File: config.mk
export PLATFORM = sky130hd
export DESIGN_NAME = rr_packet_mux
export DESIGN_NICKNAME = d
export VERILOG_FILES = /design/src/rtl/rr_packet_mux.sv
export SDC_FILE = /design/constraint.sdc
export NUM_CORES = 1
export LEC_CHECK = 0
export CAP_MARGIN = 40
export CORE_MARGIN = 2
export CORE_UTILIZATION = 43
export DETAILED_ROUTE_END_ITERATION = 12
export GPL_TIMING_DRIVEN = 0
export PLACE_DENSITY = 0.85
export SYNTH_ARGS = -nofsm -noshare
export SYNTH_HDL_FRONTEND = slang
export SYNTH_SLANG_ARGS = --single-unit
File: constraint.sdc
create_clock -name clk -period 3.86 [get_ports clk]
set_input_delay 0.772 -clock clk [delete_from_list [all_inputs] [get_ports clk]]
set_output_delay 0.772 -clock clk [all_outputs]
set_load 0.03 [all_outputs]
File: src/rtl/rr_packet_mux.sv
// Two-source round-robin packet arbiter feeding a single output register.
// Locks onto a source until its last beat is accepted; also drives the 2:1 mux select s.
module rr_packet_mux #(
  parameter int unsigned WIDTH = 8
) (
  input  logic             clk,
  input  logic             rst,
  input  logic             a_valid,
  input  logic [WIDTH-1:0] a_data,
  input  logic             a_last,
  output logic             a_ready,
  input  logic             b_valid,
  input  logic [WIDTH-1:0] b_data,
  input  logic             b_last,
  output logic             b_ready,
  output logic             s,
  output logic             ot_valid,
  output logic [WIDTH-1:0] ot_data,
  output logic             ot_last,
  input  logic             ot_ready
);

  typedef enum logic [1:0] {
    IDLE   = 2'd0,
    LOCK_A = 2'd1,
    LOCK_B = 2'd2
  } state_e;

  state_e             state_q, state_d;
  logic               prio_q, prio_d;
  logic               ot_valid_q, ot_valid_d;
  logic [WIDTH-1:0]   ot_data_q, ot_data_d;
  logic               ot_last_q, ot_last_d;
  logic               s_q, s_d;

  logic               ld;
  logic               grant_a, grant_b;
  logic               xfer_a, xfer_b;

  // Grant and ready generation; readies are masked while reset is held.
  always_comb begin
    ld      = !ot_valid_q || ot_ready;
    grant_a = 1'b0;
    grant_b = 1'b0;
    case (state_q)
      IDLE: begin
        if (a_valid && (!b_valid || !prio_q)) begin
          grant_a = 1'b1;
        end else if (b_valid) begin
          grant_b = 1'b1;
        end
      end
      LOCK_A:  grant_a = 1'b1;
      LOCK_B:  grant_b = 1'b1;
      default: begin
        grant_a = 1'b0;
        grant_b = 1'b0;
      end
    endcase
    a_ready = grant_a && ld && !rst;
    b_ready = grant_b && ld && !rst;
    xfer_a  = a_valid && a_ready;
    xfer_b  = b_valid && b_ready;
  end

  // Next-state, priority update and output register load/pop.
  always_comb begin
    state_d    = state_q;
    prio_d     = prio_q;
    ot_valid_d = ot_valid_q;
    ot_data_d  = ot_data_q;
    ot_last_d  = ot_last_q;
    s_d        = s_q;

    if (ot_valid_q && ot_ready) begin
      ot_valid_d = 1'b0;
    end

    if (xfer_a) begin
      ot_valid_d = 1'b1;
      ot_data_d  = a_data;
      ot_last_d  = a_last;
      s_d        = 1'b0;
      if (a_last) begin
        state_d = IDLE;
        prio_d  = 1'b1;
      end else begin
        state_d = LOCK_A;
      end
    end else if (xfer_b) begin
      ot_valid_d = 1'b1;
      ot_data_d  = b_data;
      ot_last_d  = b_last;
      s_d        = 1'b1;
      if (b_last) begin
        state_d = IDLE;
        prio_d  = 1'b0;
      end else begin
        state_d = LOCK_B;
      end
    end
  end

  always_ff @(posedge clk or posedge rst) begin
    if (rst) begin
      state_q    <= IDLE;
      prio_q     <= 1'b0;
      ot_valid_q <= 1'b0;
      ot_data_q  <= '0;
      ot_last_q  <= 1'b0;
      s_q        <= 1'b0;
    end else begin
      state_q    <= state_d;
      prio_q     <= prio_d;
      ot_valid_q <= ot_valid_d;
      ot_data_q  <= ot_data_d;
      ot_last_q  <= ot_last_d;
      s_q        <= s_d;
    end
  end

  assign ot_valid = ot_valid_q;
  assign ot_data  = ot_data_q;
  assign ot_last  = ot_last_q;
  assign s        = s_q;

endmodule

==> metrics <==
combinational share of power around 58%; Sw Share between 40% and 50%; worst-skew pair later-pin latency about 0.29 ns; H-tree Lvls 1; Pwr Density a little over 700 nW/um^2; worst setup path class input pin to primary output; critical path's most frequent cell clkdlybuf4s50_1; minimum clock period between 3 and 4 ns; via/cell ratio between 5 and 6; fill count between 100 and 150; Final ANT Viol Nets 0; post-synth cell types 21; switching pwr around 0.37 mW; GP Congestion ~0.77; Fin Hold WS around 0.56 ns; Crit. End Element primary output; cell-internal power 0.492 mW; CP max FO 5; I/O pins 36; CTS tree yes; layout cells sized above 1 ~20%; Required @ worst endpoint 3.09 ns; post-synthesis adder-cell area fraction 0%; Layout Skew approximately 0.0035 ns; Pre-Repair DR Iteration Count 5; worst path bufs/invs 2; DR WL/cell 13.0 um; Storage cell area approximately 350 um^2; Final HPWL DP between 1000 and 1500 um; Final Cycle Share 85.4%; compound-cell area share of the yosys netlist between 20% and 30%; number of global-route vias before repair between 700 and 800; Initial Util 45.2%; GRT Total Usage 20.1%; Die X 46.4 um; Synth Area in XOR/XNOR 0%; fin. max-slew vios 0; syn nets ~100; max incr delay on CP slightly below 0.7 ns; slowest CP cell clkdlybuf4s50_1; HP Class flop to flop; most common cell after layout, fill and taps aside clkdlybuf4s50_1; root buf cell clkbuf_4; multi-input logic area between 300 and 400 um^2; Fin. Hold Viols 0; initial antenna violation count 0; critical-path cell list clkdlybuf4s50_1 > nor2b_1 > or2_2 > nor3_1 > clkdlybuf4s50_1; Post-DP Area roughly 1200 um^2; largest family of logic cells by synthesized area compound AO/OA/AOI/OAI gates; DRC errors left 0; most frequent cells in the layout clkdlybuf4s50_1, nand2_1, dfrtp_1; DRT iter0 DRCs 15; fin area about 1200 um^2; Vias 727; mapped cell area roughly 770 um^2; measured slew at the worst slew-check pin between 0.5 and 0.6 ns; CTS clk-pin slew, worst paths 0.09 ns; Routed WL around 1900 um; port buffer count 35; CP Launch Type input pin; first-pass GRT wire length 3040 um; RSZ-0062 raised after global routing no; post-synthesis sequential area ratio 45.4%; clock tree buffer depth 2; Syn Area/Cell 9.53 um^2; data arrival time of the critical path roughly 2.5 ns; clock share of power about an eighth; Slew HR 63.4%; CTS resizes 0; status finished, final reports clean; area grow syn2layout 54.1%; Max Freq between 300 and 400 MHz; die area ~2200 um^2; Synth Area in Simple Gates a little under a quarter; setup TNS 0 ns; CTS Hold Bufs 0; Setup violations, final 0; Die Ht 46.4 um; Final nets 144; Synth Instances between 80 and 90; core box area between 1500 and 2000 um^2; CTS Buf Count 3; Setup Buffers After CTS 0; Yosys warnings 0; Yosys reg bits 14; peak supply drop between 0.4 and 0.5 mV; grt ovf 0; share of power burned in registers between 20% and 30%; Antenna Cells 0; clock sink total 14; Cell Rows 15; post-synthesis mux area share 0%; largest net degree at the start of global routing 15; Max Cap Viol 0; cell family with most CP delay buffers and inverters; Leakage approximately 0.47 nW
[registers in the layout, summed over array words and instances, names as in the netlist]
signal	flops
state_q	2
ot_data	8
prio_q	1
s	1
ot_valid	1
ot_last	1
[worst min-delay path: stages, from the launching register on]
cell	delay (ns)
dfrtp_1	0.35
nor2_1	0.05
a31oi_2	0.12
[per-layer routing]
layer / track usage, % / routed length [um] / part of all wire [%]
met4: 6.86 / 42 / 2.2
met2: 37.8 / 1040 / 55
met5: 0 / 0 / 0
met1: 23.8 / 757 / 40
met3: 1.18 / 36 / 1.9
[power by group through the flow]
| stage | Clock (mW) | Sequential [mW] | Combinational, mW |
|---|---|---|---|
| 2_1_floorplan | 0 | 0.364 | 0.206 |
| 3_3_place_gp | 0 | 0.253 | 0.489 |
| 3_5_place_dp | 0 | 0.257 | 0.498 |
| 4_1_cts | 0.112 | 0.254 | 0.499 |
| 5_1_grt | 0.118 | 0.264 | 0.529 |
| 6_report | 0.111 | 0.254 | 0.495 |
[Yosys cell counts (all sizes together)]
master	number	area (um^2)
nor3	3	15.0
o21ai	1	5.00
a31o	1	8.76
a22oi	1	7.51
clkbuf	1	5.00
a21oi	5	25.0
o2bb2ai	1	8.76
a31oi	10	125
a211oi	1	12.5
nand2	21	78.8
o32ai	1	16.3
nor2b	1	6.26
nor2	10	37.5
buf	3	23.8
or2	2	12.5
nand2b	3	26.3
dfrtp	14	350
inv	2	7.51
[metrics by stage]
step / power [mW] / worst slack, ns / cells / util (%)
floorplan: 0.569 / 1.24 / 81 / -
global placement: 0.742 / 0.567 / 141 / 67.5
detailed placement: 0.755 / 0.551 / 141 / 67.5
CTS: 0.865 / 0.550 / 145 / 69.7
global route: 0.911 / 0.468 / 145 / 69.7
finish: 0.860 / 0.565 / 145 / 69.7
[kinds of logic after synthesis]
logic type / Yosys count
AO/OA/AOI/OAI: 21
buffers and inverters: 6
flip-flops: 14
AND/OR/NAND/NOR: 40
[worst paths after layout]
| kind | endpoint | slack (ns) | from | cells after the start |
|---|---|---|---|---|
| worst max-delay path | b_ready | 0.56 | ot_ready | 5 |
| worst min-delay path | ot_data[0] | 0.56 | ot_data[0] | 2 |
| worst max register to register | ot_data[7] | 2.44 | state_q[1] | 4 |
| worst min register to register | ot_data[0] | 0.56 | ot_data[0] | 2 |
| max in group asynchronous | state_q[0] | 2.55 | rst | 2 |
| min in group asynchronous | ot_data[0] | 0.95 | rst | 2 |
[final cells by class]
| class | count | share of cell area [%] |
|---|---|---|
| Multi-Input combinational cell | 61 | 32.4 |
| Inverter | 2 | 0.631 |
| Buffer | 4 | 2.42 |
| Clock buffer | 4 | 3.05 |
| Timing Repair Buffer | 35 | 29.4 |
| Tap cell | 25 | 2.63 |
| Sequential cell | 14 | 29.4 |
Power figures use the tool's default switching activity.
